### config.mk
export PLATFORM = sky130hd
export DESIGN_NAME = teller_dispatch
export DESIGN_NICKNAME = d
export VERILOG_FILES = /design/src/rtl/td_pkg.sv /design/src/rtl/rr_arbiter3.sv /design/src/rtl/teller_dispatch.sv
export SDC_FILE = /design/constraint.sdc
export NUM_CORES = 1
export LEC_CHECK = 0
export ABC_AREA = 1
export BUFFER_PORTS_ARGS = -buffer_cell sky130_fd_sc_hd__buf_2
export CAP_MARGIN = 40
export CORE_MARGIN = 2
export CORE_UTILIZATION = 49
export CTS_CLUSTER_DIAMETER = 80
export CTS_CLUSTER_SIZE = 28
export DETAILED_ROUTE_END_ITERATION = 6
export PLACE_DENSITY = 0.76
export SLEW_MARGIN = 5
export SYNTH_ARGS = -nofsm -noshare
export SYNTH_HDL_FRONTEND = slang
export SYNTH_SLANG_ARGS = --single-unit
### constraint.sdc
create_clock -name clk -period 2.11 [get_ports clk]
set_input_delay 0.1055 -clock clk [delete_from_list [all_inputs] [get_ports clk]]
set_output_delay 0.1055 -clock clk [all_outputs]
set_load 0.03 [all_outputs]
### src/rtl/td_pkg.sv
// Shared types for the teller dispatcher: FSM states, teller count and
// teller index type.
package td_pkg;

  localparam int NTELLER = 3;

  typedef logic [1:0] tid_t;

  typedef enum logic [1:0] {
    IDLE   = 2'd0,
    CALL   = 2'd1,
    SETTLE = 2'd2
  } td_state_e;

  // Next teller index, wrapping 2 -> 0.
  function automatic tid_t next_id(input tid_t i);
    return (i == tid_t'(2)) ? tid_t'(0) : i + tid_t'(1);
  endfunction

endpackage

### src/rtl/rr_arbiter3.sv
// Combinational round-robin select over three requesters, searching from
// ptr upward with wrap-around.
module rr_arbiter3
  import td_pkg::*;
(
  input  logic [2:0] req,
  input  logic [1:0] ptr,
  output logic [1:0] gnt_id,
  output logic       gnt_valid
);

  tid_t cand;

  always_comb begin
    gnt_id    = '0;
    gnt_valid = 1'b0;
    cand      = (ptr == 2'd3) ? tid_t'(0) : ptr;
    for (int k = 0; k < 3; k++) begin
      if (!gnt_valid && req[cand]) begin
        gnt_id    = cand;
        gnt_valid = 1'b1;
      end
      cand = next_id(cand);
    end
  end

endmodule

### src/rtl/teller_dispatch.sv
// Calls the next queued customer to a free teller window (round-robin).
// Define TD_NOSHOW_SKIP_EN to drop a no-show call with a skip pulse;
// otherwise a no-show keeps the same teller called indefinitely.
module teller_dispatch
  import td_pkg::*;
#(
  parameter int CALL_TIMEOUT = 15,
  parameter int NTELLER      = 3
) (
  input  logic               clk,
  input  logic               rst,
  input  logic [2:0]         pcount,
  input  logic               frontPC,
  input  logic [NTELLER-1:0] teller_en,
  input  logic [NTELLER-1:0] teller_done,
  output logic               call_valid,
  output logic [1:0]         call_id,
  output logic [NTELLER-1:0] busy,
  output logic [1:0]         tcount,
  output logic               skip
);

  localparam int CW = (CALL_TIMEOUT > 1) ? $clog2(CALL_TIMEOUT) : 1;
  localparam logic [CW-1:0] CNT_MAX = CW'(CALL_TIMEOUT - 1);

  td_state_e          state_q, state_d;
  logic               call_valid_q, call_valid_d;
  tid_t               call_id_q, call_id_d;
  logic [NTELLER-1:0] busy_q, busy_d;
  logic               skip_q, skip_d;
  tid_t               ptr_q, ptr_d;
  logic [CW-1:0]      cnt_q, cnt_d;
  logic               front_prev_q, front_prev_d;

  logic arrival;
  tid_t gnt_id;
  logic gnt_valid;

  // frontPC is active-low: a 1 -> 0 transition is a customer leaving the head.
  assign arrival = front_prev_q & ~frontPC;

  rr_arbiter3 u_arb (
    .req       (teller_en & ~busy_q),
    .ptr       (ptr_q),
    .gnt_id    (gnt_id),
    .gnt_valid (gnt_valid)
  );

  always_comb begin
    state_d      = state_q;
    call_valid_d = call_valid_q;
    call_id_d    = call_id_q;
    busy_d       = busy_q & ~teller_done;
    skip_d       = 1'b0;
    ptr_d        = ptr_q;
    cnt_d        = cnt_q;
    front_prev_d = frontPC;
    case (state_q)
      IDLE: begin
        if (pcount != 3'd0 && gnt_valid) begin
          state_d      = CALL;
          call_id_d    = gnt_id;
          call_valid_d = 1'b1;
          cnt_d        = '0;
        end
      end
      CALL: begin
        if (!teller_en[call_id_q]) begin
          state_d      = IDLE;
          call_valid_d = 1'b0;
        end else if (arrival) begin
          busy_d[call_id_q] = 1'b1;
          state_d           = SETTLE;
          call_valid_d      = 1'b0;
          ptr_d             = next_id(call_id_q);
        end else if (cnt_q == CNT_MAX) begin
`ifdef TD_NOSHOW_SKIP_EN
          skip_d       = 1'b1;
          state_d      = IDLE;
          call_valid_d = 1'b0;
          ptr_d        = next_id(call_id_q);
`else
          cnt_d        = '0;
`endif
        end else begin
          cnt_d = cnt_q + CW'(1);
        end
      end
      // One dead cycle so a stale pcount cannot trigger a second grant.
      SETTLE:  state_d = IDLE;
      default: state_d = IDLE;
    endcase
  end

  always_ff @(posedge clk) begin
    if (rst) begin
      state_q      <= IDLE;
      call_valid_q <= 1'b0;
      call_id_q    <= '0;
      busy_q       <= '0;
      skip_q       <= 1'b0;
      ptr_q        <= '0;
      cnt_q        <= '0;
      front_prev_q <= 1'b1;
    end else begin
      state_q      <= state_d;
      call_valid_q <= call_valid_d;
      call_id_q    <= call_id_d;
      busy_q       <= busy_d;
      skip_q       <= skip_d;
      ptr_q        <= ptr_d;
      cnt_q        <= cnt_d;
      front_prev_q <= front_prev_d;
    end
  end

  assign call_valid = call_valid_q;
  assign call_id    = call_id_q;
  assign busy       = busy_q;
  assign skip       = skip_q;
  assign tcount     = {1'b0, teller_en[0]} + {1'b0, teller_en[1]} + {1'b0, teller_en[2]};

endmodule

# ---- Word level (Yosys, flattened, before mapping)
# Index checks and enable logic that the tools add are counted.
dict set report op_classes {
  add_sub_neg 5
  n_mul 0
  n_div 0
  order_cmp 5
  eq_ne 7
  n_shift 0
  n_mux 31
  n_bitwise 7
  n_reduce_logical 13
}
# cell n
set op_table {}
lappend op_table {{2-to-1 mux 2 bit} 10}
lappend op_table {{less-than comparator 2 x 3 -> 1 bit, second input constant} 4}
lappend op_table {{2-to-1 mux 1 bit} 11}
lappend op_table {{2-to-1 mux 3 bit} 3}
lappend op_table {{binary-select mux 1 bit (select 2 bit)} 4}
lappend op_table {{equality test 2 bit, second input constant} 4}
lappend op_table {{adder 2 x 1 -> 2 bit, second input constant} 3}
lappend op_table {{bitwise AND 3 bit} 2}
lappend op_table {{NOT 3 bit} 2}
lappend op_table {{AND reduction 3 bit} 2}
lappend op_table {{logical AND 1 bit} 4}
lappend op_table {{case mux 2 bit (2 select lines)} 1}
lappend op_table {{AND reduction 2 bit} 2}
lappend op_table {{!= test 3 bit, second input constant} 1}
lappend op_table {{bitwise OR 3 bit} 1}
lappend op_table {{nonzero test 3 bit} 1}
lappend op_table {{adder 1 x 1 -> 2 bit} 1}
lappend op_table {{adder 2 x 1 -> 2 bit} 1}
lappend op_table {{demux 1 bit (select 2 bit)} 1}
lappend op_table {{equality test 2 x 1 -> 1 bit, second input constant} 1}
lappend op_table {{greater-or-equal comparator 2 x 1 -> 1 bit, second input constant} 1}
lappend op_table {{logical NOT 1 bit} 2}
lappend op_table {{logical NOT 2 bit} 1}
lappend op_table {{!= test 2 bit, second input constant} 1}
lappend op_table {{4 further kinds} 4}
dict set report word_totals {
  register_bits 11
  latch_bits 0
  ram_bits 0
  rom_bits 0
  input_bits 12
  out_inout_bits 9
  memories 0
}

# ---- Logic depth before layout (Yosys ltp)
dict set report logic_depth {
  word_depth 14
  ltp_mapped 13
  depth_no_buf 13
}

# ---- Modules after synthesis
# A second synthesis with hierarchy kept.
dict set report unflattened {
  hier_cells 127
  hier_area_um2 777.0
}
# mod instances cells_each area_each_um2
set by_module_without_submodules {}
lappend by_module_without_submodules {teller_dispatch 1 76 536.8}
lappend by_module_without_submodules {rr_arbiter3 1 51 240.2}

# ---- Least setup slack after synthesis
# OpenSTA, ideal clock, no wires.
dict set report synth_path {
  kind {register -> register}
  startpoint {register ptr_q[0]}
  endpoint {register call_valid_q (netlist: call_valid)}
  arrival_time_ns 1.448
  required_time_ns 2.040
  path_slack_ns 0.592
  stages_incl_launch_ff 12
  n_path_buf 0
  path_cell_list {dfxtp_1 inv_1 ha_1 nand3_1 nand2_2 a21oi_4 nand3_4 nand2_1 nand2_1 nand2_1 nand2_1 a21oi_1}
}
dict set report synth_via {
  elab_chain_len 14
}
# item line_no
set synth_rtl {}
lappend synth_rtl {{start: declaration} teller_dispatch.sv:31} ;# tid_t ptr_q, ptr_d;
lappend synth_rtl {{start signal: assignment} teller_dispatch.sv:111} ;# ptr_q <= ptr_d;
lappend synth_rtl {{equality test 2 bit} rr_arbiter3.sv:17} ;# cand = (ptr == 2'd3) ? tid_t'(0) : ptr;
lappend synth_rtl {{2-to-1 mux 2 bit (*)} rr_arbiter3.sv:17}
lappend synth_rtl {{branches (longest 8 deep; another with adder 2 x 1 -> 2 bit)} -}
lappend synth_rtl {{2-to-1 mux 1 bit (*)} rr_arbiter3.sv:19} ;# if (!gnt_valid && req[cand]) begin
lappend synth_rtl {{logical AND 1 bit (*)} teller_dispatch.sv:60} ;# if (pcount != 3'd0 && gnt_valid) begin
lappend synth_rtl {{!= test 2 bit (no source line) (*)} -}
lappend synth_rtl {{AND reduction 3 bit (no source line) (*)} -}
lappend synth_rtl {{end signal: assignment} teller_dispatch.sv:107} ;# call_valid_q <= call_valid_d;
lappend synth_rtl {{end: declaration} teller_dispatch.sv:27} ;# logic call_valid_q, call_valid_d;
# Mark *: on every way between the ends. The select of a mux whose other input is x is not followed.
# A chain may end at the register's enable or synchronous reset.

# ---- Worst setup path in the final report
# Ends and elaborated chain as after synthesis.

==> Flow_metrics.wiki <==
{| class="wikitable"
! Metric !! Value
|-
| Ratio of cells with drive above 1 in the final layout || 0.296
|-
| CTS hold repair buffers || 0
|-
| Cell type contributing the most total cell area after synthesis || dfxtp_1
|-
| Portion of the post-synthesis area used by sequential elements || 0.302
|-
| Worst reg2reg setup slack || 0.48 ns
|-
| Synthesized instance count || between 100 and 150
|-
| Worst IR drop on VDD || roughly 0.00045 V
|-
| Critical register-to-register path endpoint || call_valid$_SDFFE_PP0P_
|-
| Vias per std cell || between 5 and 6
|-
| Max Freq || around 610 MHz
|-
| Post-CTS Setup Bufs || 0
|-
| Post-Route Hold Slack || 0.0223 ns
|-
| Signed area change from the synthesized netlist to the final layout || 17.7%
|-
| Endpoint kind of the worst setup timing path || flop
|-
| Fin Setup TNS || 0 ns
|-
| Post_cts resized || 0
|-
| Max Buffers Root-to-Sink || 2
|-
| Die height || between 40 and 50 um
|-
| Status || completed
|-
| Wire length of the first global-routing pass || between 2 and 3 mm
|-
| Final ANT Viol Nets || 0
|-
| Post-synthesis async set-or-reset flop share || 0
|-
| Starting density of the core || 0.539
|-
| Detailed-route DRC error count || 0
|-
| First-pass DRT Iterations || 4
|-
| Synthesized area || ~730 sq um
|-
| Setup ws final || around 0.48 ns
|-
| Total detailed-routing wirelength || 1.53 mm
|-
| Final critical path time including I/O delays and setup || 1.63 ns
|-
| Root buffer selected by CTS || clkbuf_4
|-
| Diodes inserted || 0
|-
| Sink count of the clock tree || 11
|-
| Most frequent cells after synthesis || nand2_1, nand3_1, inv_1
|-
| Clock H-tree levels || 1
|-
| Initial antenna violation count || 0
|-
| Overall fraction of global-route tracks in use || 0.186
|-
| Start point of the critical path || ptr_q[0]$_SDFFE_PP0P_
|-
| Skew-Pair Late Insertion Delay || around 0.27 ns
|-
| Wirelength per Cell || approximately 11 um
|-
| Setup clock skew after layout || approximately 0.006 ns
|-
| Top-area cell type share of the netlist area || 0.302
|-
| Max cap viols || 0
|-
| Setup slack after placement || 0.475 ns
|-
| Primary flip-flop cell chosen by synthesis mapping || dfxtp_1
|-
| Final GP Congestion || 0.911
|-
| Worst-path clk slew || about 0.07 ns
|-
| Core utilization of the finished layout || 0.635
|-
| Largest cells by area after synthesis || dfxtp_1, nand2_1, nand3_1, inv_1, a21oi_1
|-
| Placeable core region || between 1000 and 1500 sq um
|-
| Critical path class || flop to flop
|-
| Fin. max-slew vios || 0
|-
| Total of warnings raised by yosys || 0
|-
| R2R Path Start || ptr_q[0]$_SDFFE_PP0P_
|-
| Vias after detailed routing || between 700 and 800
|-
| Pin count of the biggest net entering global routing || 10
|-
| Critical Path Sink || call_valid$_SDFFE_PP0P_
|-
| Filler instances || roughly 130
|-
| Classification of the worst-slack hold path || input port to flop
|-
| Largest driver fanout on the critical path || 5
|-
| Die X || roughly 43 um
|-
| Leakage || about 0.4 nW
|-
| Data required time of the worst path || ~2.3 ns
|-
| Number of hold violations in the final report || 0
|-
| Setup repair after global routing missed its margin || false
|-
| TritonCTS clock tree || yes
|-
| Mean post-synth cell area || between 7 and 8 sq um
|-
| Post-detail-place hpwl || 1.20 mm
|-
| Setup violators final || 0
|-
| Number of register bits inferred by synthesis || 11
|-
| Cell with the most instances after synthesis || nand2_1
|-
| Ports placed on the boundary || 21
|-
| R2R depth || 12
|-
| Initial DRC count || 35
|-
| Total die area || 1810 sq um
|-
| Number of core rows || 13
|-
| Number of CTS-inserted buffers || 3
|-
| Final period utilization || 0.773
|-
| Worst EP arrival || approximately 1.8 ns
|-
| Tot Pwr || between 0.5 and 0.6 mW
|-
| Post-synthesis net count || between 100 and 150
|-
| Post-layout net count || between 100 and 150
|-
| Number of global-route vias before repair || 609
|-
| Congestion Overflow GR || 0
|-
| Launching element type of the critical path || flop
|-
| Buffers on Ports || 19
|-
| Number of synthesized flops with an enable pin || 0
|-
| Count of distinct cell types in the synthesized netlist || 26
|-
| Power density relative to cell area || approximately 660 nW/um^2
|}
==> through the flow <==
step	area (sq um)	std cells
floorplan	728	104
global placement	831	136
detailed placement	831	136
CTS	857	140
global route	857	140
finish	857	140
==> routing by layer <==
layer | global-route usage | part of all wire
met1 | 0.266 | 0.47
met2 | 0.255 | 0.43
met3 | 0.0216 | 0.069
met4 | 0.125 | 0.033
met5 | 0 | 0
==> layout by cell type, fill, tap and decap left out <==
master    instances
o31ai_1           1
fa_1              1
buf_2            19
nand2_1          21
o21ai_0           1
ha_1              2
nor2_2            1
nand2_2           2
clkbuf_4          3
nor2_1            8
nand3_4           2
clkbuf_1          1
nand3_2           1
o211ai_1          2
a21oi_4           1
o21ai_1           2
nand3_1          15
nand4_1           2
inv_1            12
nand2_4           1
conb_1            1
or3_4             1
a21oi_1           7
clkinv_1          1
inv_2             4
dfxtp_1          11
or2_2             2
==> power breakdown <==
part	internal, mW	switching (mW)	total, mW
logic	0.0629	0.126	0.189
clock network	0.0733	0.0687	0.142
registers	0.224	0.0116	0.235
==> logic make-up after synthesis <==
logic type               after synthesis  share of synthesized area
AND/OR/NAND/NOR                       56                      0.405
buffers and inverters                 19                      0.103
AO/OA/AOI/OAI                         14                      0.122
flip-flops                            11                      0.302
adder cells (fa/ha/maj)                3                     0.0619
other                                  1                    0.00515
==> area by class of cell <==
type,instances,area (sq um),area share
sequential,11,220,0.257
inverter,17,63.8,0.0745
multi-input combinational,74,433,0.505
timing repair buffer,19,95.1,0.111
tap,15,18.8,0.0219
clock buffer,4,26.3,0.0307
==> worst min path at each step <==
stage	startpoint	slack, ns	depth (start not counted)	to
detailed placement	teller_done[2]	0.30	2	busy[2]$_SDFF_PP0_
finish	frontPC	0.02	3	front_prev_q$_SDFF_PP1_
CTS	frontPC	0.02	3	front_prev_q$_SDFF_PP1_
floorplan	frontPC	0.20	2	front_prev_q$_SDFF_PP1_
global placement	frontPC	0.29	3	front_prev_q$_SDFF_PP1_
global route	frontPC	0.03	3	front_prev_q$_SDFF_PP1_
==> state kept, by name, summed over array words and instances, names as in the netlist <==
signal / cells
ptr_q: 2
busy: 3
call_valid: 1
state_q: 2
front_prev_q: 1
call_id: 2
==> worst max-delay path, cell delays in order (launching register included) <==
cell and delay [ns]:
dfxtp_1 0.36, inv_1 0.06, ha_1 0.36, inv_2 0.07, nand3_2 0.08, nand2_2 0.06
a21oi_4 0.17, nand3_4 0.10, nand2_1 0.07, nand2_1 0.04, nand2_1 0.06, nand2_1 0.04
a21oi_1 0.10
Note: power is estimated with default switching activity, not from simulation.
